==> config.mk <==
export PLATFORM = sky130hd
export DESIGN_NAME = gpio_mmio_ctrl
export DESIGN_NICKNAME = d
export VERILOG_FILES = /design/src/rtl/perph_defs_pkg.sv /design/src/rtl/gpio_sync.sv /design/src/rtl/gpio_mmio_ctrl.sv
export SDC_FILE = /design/constraint.sdc
export NUM_CORES = 1
export LEC_CHECK = 0
export ABC_AREA = 1
export ABC_CLOCK_PERIOD_IN_PS = 2900
export BUFFER_PORTS_ARGS = -buffer_cell sky130_fd_sc_hd__buf_2
export CORE_MARGIN = 5
export CORE_UTILIZATION = 30
export DETAILED_ROUTE_END_ITERATION = 16
export HOLD_SLACK_MARGIN = 0.08
export PLACE_DENSITY = 0.5
export SKIP_LAST_GASP = 1
export SYNTH_ARGS = -nofsm -noshare
export SYNTH_HDL_FRONTEND = slang
export SYNTH_SLANG_ARGS = --single-unit
==> constraint.sdc <==
create_clock -name i_clk -period 2.9 [get_ports i_clk]
set_clock_uncertainty 0.1 [all_clocks]
set_input_delay 0.29 -clock i_clk [delete_from_list [all_inputs] [get_ports i_clk]]
set_output_delay 0.29 -clock i_clk [all_outputs]
set_load 0.02 [all_outputs]
==> src/rtl/perph_defs_pkg.sv <==
// Shared peripheral definitions: register window base and GPIO register indices.
package perph_defs;

    // Default base of the GPIO register window (32-byte aligned).
    localparam logic [31:0] GPIO_BASE_ADDR = 32'h8000_0000;

    // Register index is the word offset inside the 32-byte window.
    localparam int unsigned REG_IDX_W = 3;

    localparam logic [REG_IDX_W-1:0] REG_OUT   = 3'd0;
    localparam logic [REG_IDX_W-1:0] REG_DIR   = 3'd1;
    localparam logic [REG_IDX_W-1:0] REG_IN    = 3'd2;
    localparam logic [REG_IDX_W-1:0] REG_SET   = 3'd3;
    localparam logic [REG_IDX_W-1:0] REG_CLR   = 3'd4;
    localparam logic [REG_IDX_W-1:0] REG_TGL   = 3'd5;
    localparam logic [REG_IDX_W-1:0] REG_EDGE  = 3'd6;
    localparam logic [REG_IDX_W-1:0] REG_IRQEN = 3'd7;

endpackage

==> src/rtl/gpio_sync.sv <==
// Per-bit flop chain bringing asynchronous pad inputs into the i_clk domain.
module gpio_sync #(
    parameter int unsigned WIDTH  = 8,
    parameter int unsigned STAGES = 2
) (
    input  logic             i_clk,
    input  logic             i_rst_n,
    input  logic [WIDTH-1:0] i_async,
    output logic [WIDTH-1:0] o_sync
);

    logic [WIDTH-1:0] stage_q [STAGES];

    // Shift the pad value through STAGES flops; the last stage is the safe sample.
    always_ff @(posedge i_clk or negedge i_rst_n) begin
        if (!i_rst_n) begin
            for (int i = 0; i < int'(STAGES); i++) begin
                stage_q[i] <= '0;
            end
        end else begin
            stage_q[0] <= i_async;
            for (int i = 1; i < int'(STAGES); i++) begin
                stage_q[i] <= stage_q[i-1];
            end
        end
    end

    assign o_sync = stage_q[STAGES-1];

endmodule

==> src/rtl/gpio_mmio_ctrl.sv <==
// Memory-mapped GPIO controller: output/direction registers, atomic
// set/clear/toggle, synchronized inputs, rising-edge capture and a level IRQ.
//
// Bus handshake: i_read_cs / i_write_cs are single-cycle strobes that are
// always accepted (no ready, no stall). A read strobe produces o_rvalid high
// for exactly the following cycle with o_rdata loaded at the strobe edge;
// o_rdata holds its value when no read is issued.
module gpio_mmio_ctrl
    import perph_defs::*;
#(
    parameter logic [31:0] BASE_ADDR   = GPIO_BASE_ADDR,
    parameter int unsigned NUM_PINS    = 8,
    parameter int unsigned SYNC_STAGES = 2
) (
    input  logic                i_clk,
    input  logic                i_rst_n,
    input  logic                i_read_cs,
    input  logic                i_write_cs,
    input  logic [31:0]         i_address,
    input  logic [31:0]         i_wdata,
    output logic [31:0]         o_rdata,
    output logic                o_rvalid,
    input  logic [NUM_PINS-1:0] i_gpio_in,
    output logic [NUM_PINS-1:0] o_gpio_out,
    output logic [NUM_PINS-1:0] o_gpio_oe,
    output logic                o_irq
);

    logic [NUM_PINS-1:0]  out_q, out_d;
    logic [NUM_PINS-1:0]  dir_q, dir_d;
    logic [NUM_PINS-1:0]  edge_q, edge_d;
    logic [NUM_PINS-1:0]  irqen_q, irqen_d;
    logic [NUM_PINS-1:0]  in_sync, in_d_q;
    logic [NUM_PINS-1:0]  wdata_pins, clr_mask, rise;
    logic [31:0]          rdata_q, rdata_d, rd_val;
    logic                 rvalid_q, irq_q, irq_d;
    logic                 hit, wr_en;
    logic [REG_IDX_W-1:0] reg_idx;
    logic                 unused_bits;

    // Byte-lane bits and data bits above the pin count carry no meaning.
    assign unused_bits = ^{i_address[1:0], i_wdata};

    assign hit        = (i_address[31:5] == BASE_ADDR[31:5]);
    assign reg_idx    = i_address[4:2];
    assign wr_en      = i_write_cs & hit;
    assign wdata_pins = i_wdata[NUM_PINS-1:0];

    gpio_sync #(
        .WIDTH  (NUM_PINS),
        .STAGES (SYNC_STAGES)
    ) u_sync (
        .i_clk   (i_clk),
        .i_rst_n (i_rst_n),
        .i_async (i_gpio_in),
        .o_sync  (in_sync)
    );

    // Register-file write decode, including the atomic OUT updates and the EDGE W1C mask.
    always_comb begin
        out_d    = out_q;
        dir_d    = dir_q;
        irqen_d  = irqen_q;
        clr_mask = '0;
        if (wr_en) begin
            case (reg_idx)
                REG_OUT:   out_d    = wdata_pins;
                REG_DIR:   dir_d    = wdata_pins;
                REG_SET:   out_d    = out_q | wdata_pins;
                REG_CLR:   out_d    = out_q & ~wdata_pins;
                REG_TGL:   out_d    = out_q ^ wdata_pins;
                REG_EDGE:  clr_mask = wdata_pins;
                REG_IRQEN: irqen_d  = wdata_pins;
                default:   ;
            endcase
        end
    end

    // Edge capture: a fresh rise wins over a simultaneous W1C so no event is lost.
    always_comb begin
        rise   = in_sync & ~in_d_q;
        edge_d = (edge_q & ~clr_mask) | rise;
        irq_d  = |(edge_d & irqen_q);
    end

    // Read mux over pre-write register values; write-only slots read as zero.
    always_comb begin
        rd_val = '0;
        case (reg_idx)
            REG_OUT:   rd_val[NUM_PINS-1:0] = out_q;
            REG_DIR:   rd_val[NUM_PINS-1:0] = dir_q;
            REG_IN:    rd_val[NUM_PINS-1:0] = in_sync;
            REG_EDGE:  rd_val[NUM_PINS-1:0] = edge_q;
            REG_IRQEN: rd_val[NUM_PINS-1:0] = irqen_q;
            default:   rd_val = '0;
        endcase
    end

    // Read data register: loaded on any read strobe (zero on a miss), held otherwise.
    always_comb begin
        rdata_d = rdata_q;
        if (i_read_cs) begin
            rdata_d = hit ? rd_val : 32'h0;
        end
    end

    // All architectural state, with immediate clear on reset.
    always_ff @(posedge i_clk or negedge i_rst_n) begin
        if (!i_rst_n) begin
            out_q    <= '0;
            dir_q    <= '0;
            edge_q   <= '0;
            irqen_q  <= '0;
            in_d_q   <= '0;
            rdata_q  <= '0;
            rvalid_q <= 1'b0;
            irq_q    <= 1'b0;
        end else begin
            out_q    <= out_d;
            dir_q    <= dir_d;
            edge_q   <= edge_d;
            irqen_q  <= irqen_d;
            in_d_q   <= in_sync;
            rdata_q  <= rdata_d;
            rvalid_q <= i_read_cs;
            irq_q    <= irq_d;
        end
    end

    assign o_gpio_out = out_q;
    assign o_gpio_oe  = dir_q;
    assign o_rdata    = rdata_q;
    assign o_rvalid   = rvalid_q;
    assign o_irq      = irq_q;

endmodule

**After elaboration in Yosys (flattened, before gate mapping)**

Index checks and enable logic that the tools add are counted.
W data, S select, Z words.

- Equal/unequal tests: 8
- Muxes and demuxes: 5
- Bitwise gates (word level): 11
- Reductions and logical operators: 6

Operator list:

| cell | number |
|---|---|
| $pmux W8 S5 | 1 |
| $and A8 B8 Y8 | 4 |
| $pmux W8 S4 | 1 |
| $eq A27 B27 Y1 const B | 1 |
| $mux W8 | 3 |
| $not A8 Y8 | 3 |
| $or A8 B8 Y8 | 2 |
| $eq A3 B3 Y1 const B | 4 |
| $reduce_or A8 Y1 | 1 |
| $xor A8 B8 Y8 | 1 |
| $eq A3 B2 Y1 const B | 2 |
| $reduce_and A2 Y1 | 3 |
| $reduce_bool A4 Y1 | 1 |
| $eq A3 B1 Y1 const B | 1 |
| $logic_not A3 Y1 | 1 |
| $and A1 B1 Y1 | 1 |

- Register bits after elaboration: 90
- Bits of input ports: 76
- Output and inout port bits: 50

**Logic depth before layout (Yosys ltp)**

- Depth after elaboration: 8
- Gate-level depth with buffers: 13

**Hierarchy**

From an unflattened synthesis, not the netlist that was laid out.

- Cells, all modules: 406
- Area total of the unflattened synthesis: 3469.6 um2

By module, submodules not included:

| module | times used | cells an instance | area an instance (um2) | sequential area each (um2) |
|---|---|---|---|---|
| gpio_mmio_ctrl | 1 | 382 | 3009.1 | 1251.2 |
| gpio_sync | 1 | 24 | 460.4 | 400.4 |

**Worst setup path after synthesis**

Ideal clock, no wire load.

- Kind: input port to flip-flop
- From: in i_address[28]
- To: reg dir_q[5] (netlist: o_gpio_oe[5])
- Library setup time: 0.131 ns
- Data arrival time: 1.314 ns
- Required time: 2.669 ns
- Slack: 1.355 ns
- Stages on the path: 10
- Path buffers: 2
- Cells stage by stage: nor2_1 nand2_1 nor2_1 nand2_1 nor2_1 buf_4 nand3_2 clkbuf_1 nand2_1 o21ai_0

- Cells in the longest elaborated chain, start to end: 3

Ends and longest elaborated chain:

| element | RTL line | source |
|---|---|---|
| start, declared | gpio_mmio_ctrl.sv:19 | `input logic [31:0] i_address,` |
| $eq A27 B27 Y1 | gpio_mmio_ctrl.sv:44 | `assign hit = (i_address[31:5] == BASE_ADDR[31:5]);` |
| $and A1 B1 Y1 | gpio_mmio_ctrl.sv:46 | `assign wr_en = i_write_cs & hit;` |
| $reduce_and A2 Y1 (no source line) | - |  |
| end signal, assigned | gpio_mmio_ctrl.sv:120 | `dir_q <= dir_d;` |
| end, declared | gpio_mmio_ctrl.sv:30 | `logic [NUM_PINS-1:0] dir_q, dir_d;` |

Every way passes these cells.
A chain may end at the register's enable or synchronous reset.

**Final worst setup path**

- From: in i_address[30]
- To: reg irqen_q[1]

- Cells in the longest elaborated chain, start to end: 3

Ends and longest elaborated chain:

| element | RTL line | source |
|---|---|---|
| $eq A27 B27 Y1 | gpio_mmio_ctrl.sv:44 |  |
| $and A1 B1 Y1 | gpio_mmio_ctrl.sv:46 |  |
| $reduce_and A2 Y1 (no source line) | - |  |
| end signal, assigned | gpio_mmio_ctrl.sv:122 | `irqen_q <= irqen_d;` |
| end, declared | gpio_mmio_ctrl.sv:32 | `logic [NUM_PINS-1:0] irqen_q, irqen_d;` |

Every way passes these cells.

==> metrics <==
P_int 1.58 mW; Post CTS Setup Buffer Count 0; initial antenna violation count 0; Leakage 2.09 nW; Final setup viols 0; Synth area leaders dfrtp_1 50%, nand2_1 10%, ha_1 6.0%; compound-gate portion of the synthesized area 12.5%; dpl cell area 0.00376 sq mm; final core occ 37.8%; Sink Count 66; Sw Share 24.2%; mux share of post-synthesis cell area 0%; Total Neg Setup Slack 0 ns; Post-DRT Antenna Nets 0; Layout Nets 555; vias in the first global route around 2700; num rows 38; overall die area 0.0133 sq mm; RSZ-0062 raised after global routing no; Starting Density a little under a third; Die Y 115 um; CTS root buffer clkbuf_8; gr usage total 13.9%; IO buf count 75; post-DP HPWL around 6400 um; top-count cell post-synth nand2_1; Async SR Flop Fraction 100%; H-tree Lvls 3; routed vias/inst 4.46; Die Span X 115 um; vias after detailed routing between 2000 and 3000; PnR worst setup slack 1.17 ns; Avg Inst Size Synth between 8 and 9 sq um; top cells by count, synth 93 x nand2_1, 66 x dfrtp_1, 42 x inv_1, 31 x nor2_1, 27 x o21ai_0; area grow syn2layout 23.0%; Crit Path Category in2reg; Syn Inst Count 375; Power per Cell Area 508 mW/mm^2; layout cells sized above 1 23.3%; fmax a little under 600 MHz; post-synth top area share 49.6%; # IOs 126; Max Slew Vio Count 0; largest net degree at the start of global routing 40; fraction of the mapped netlist area in simple logic gates 19.8%; Post-synth top flop dfrtp_1; routed wire length per instance between 10 and 15 um; number of max-cap violations 0; crit path capture type register; Layout Cells excl Fill 608; Finished Cell Area ~0.0041 sq mm; Comb pwr share 9.3%; Core Area 0.0108 sq mm; largest family of logic cells by synthesized area simple AND/OR/NAND/NOR gates; YS warnings 0; NetSw 0.504 mW; Relative slew margins 52.5%; Crit path arrival time about 1.9 ns; final period utilization 59.5%; placed cells 583; Clock Tree Buf Depth 2; DRC viols 0; xor and xnor fraction of the mapped netlist area 0%; final global-route overflow total 0; Clock power frac 45.4%; register area share after synthesis 49.6%; required time of the critical path 3.04 ns; share of power burned in registers a little under half; number of flops mapped to enable cells by yosys 0; Least-Margin Pin Slew 0.713 ns; final hold vios 0; crit path time final roughly 1.7 ns; GPL Wtd Cong roughly 0.77; diode count 0; Num CTS Buffers 9; Worst-Skew Late Latency around 0.34 ns; pre-CTS setup slack 0.786 ns; Initial DRT Pass Iterations 4; Post-Syn Area 0.00333 sq mm; Crit Path Max Fanout 16; DR iter-0 viols 120; VDD IR max 0.227 mV; status completed; Yosys reg bits 66; Synth area leader dfrtp_1; Synth Area in Adders 6.02%; Hold Crit Class in2reg; library cells used by synthesis 28; Total Wirelength around 8800 um; first-pass GRT wire length 14100 um; clock-pin slew on the worst setup and hold paths ~0.080 ns; CTS tree done; CP Launch Type input pin
per-layer routing:
| metal | up-vias | track usage (%) | share of wire (%) |
|---|---|---|---|
| li1 | 1343 | - | - |
| met4 | 0 | 3.99 | 1.2 |
| met2 | 93 | 23.0 | 47 |
| met1 | 1265 | 17.6 | 44 |
| met5 | - | 0 | 0 |
| met3 | 10 | 4.21 | 8.5 |
kinds of logic (layout without fill, tap and decap cells):
kind of cell             after synthesis  after routing
adder cells (fa/ha/maj)               16             16
other                                  1             24
buffers and inverters                 77            147
AND/OR/NAND/NOR                      152            152
AO/OA/AOI/OAI                         63             63
flip-flops                            66             66
cell type report:
cell class              instances  area (sq um)
well taps                     140           175
inverters                      45           169
fillers                      1122          6750
clock buffers                  10           128
repair buffers                 86           493
clock inverters                 6           113
flip-flops and latches         66          1650
multi-input cells             255          1360
flip-flops by register name, indices dropped and copies added (netlist names):
| signal | flops |
|---|---|
| u_sync.o_sync | 8 |
| o_gpio_out | 8 |
| u_sync.stage_q | 8 |
| in_d_q | 8 |
| irqen_q | 8 |
| edge_q | 8 |
| o_irq | 1 |
| o_rvalid | 1 |
| o_gpio_oe | 8 |
| o_rdata | 8 |
cells in the final DEF, fill, tap and decap left out, types with 2 or more instances in the layout:
cell type,n
buf_2,75
o21ai_2,2
nor3_4,3
bufinv_16,3
nand3_1,13
dlygate4sd3_1,9
o21ai_0,27
nor2_1,31
o2bb2ai_1,4
o2111ai_1,8
dfrtp_1,66
clkbuf_8,9
a211oi_1,6
nand2_1,93
conb_1,24
or2_2,8
ha_1,16
inv_1,42
clkinv_1,2
o22ai_1,14
repair_timing:
| action | CTS | global route |
|---|---|---|
| hold buffers | 9 | 0 |
| hold endpoints to repair | 35 | 0 |
| resized for setup | 0 | 0 |
through the flow:
step / hold WS (ns) / power (mW)
after floorplan: -0.106 / 1.09
after global placement: 0.233 / 1.14
after detailed placement: 0.235 / 1.15
after CTS: 0.0837 / 2.11
after global routing: 0.0819 / 2.19
final: 0.102 / 2.08
critical path, cell delays in order:
cell,delay (ns)
buf_2,0.10
nor3b_1,0.24
nand2_1,0.09
nor2_1,0.11
buf_4,0.22
nand3_1,0.45
o21ai_0,0.35
final timing paths:
kind                                          from            endpoint  slack (ns)  cells past startpoint
min in group asynchronous                  i_rst_n  u_sync.stage_q[14]        0.43                      2
worst max register to register       o_gpio_out[4]          o_rdata[4]        1.51                      4
worst min register to register  u_sync.stage_q[10]    u_sync.o_sync[2]        0.25                      0
worst max-delay path                 i_address[30]          irqen_q[1]        1.17                      7
worst min-delay path                     i_read_cs            o_rvalid        0.10                      1
max in group asynchronous                  i_rst_n       o_gpio_out[7]        1.61                      3
power groups by stage:
stage          clock network, mW  logic, mW  registers, mW
2_1_floorplan                  0      0.127          0.960
3_3_place_gp                   0      0.184          0.960
3_5_place_dp                   0      0.187          0.961
4_1_cts                    0.971      0.197          0.942
5_1_grt                     1.02      0.219          0.944
6_report                   0.945      0.194          0.942
Power figures use the tool's default switching activity.
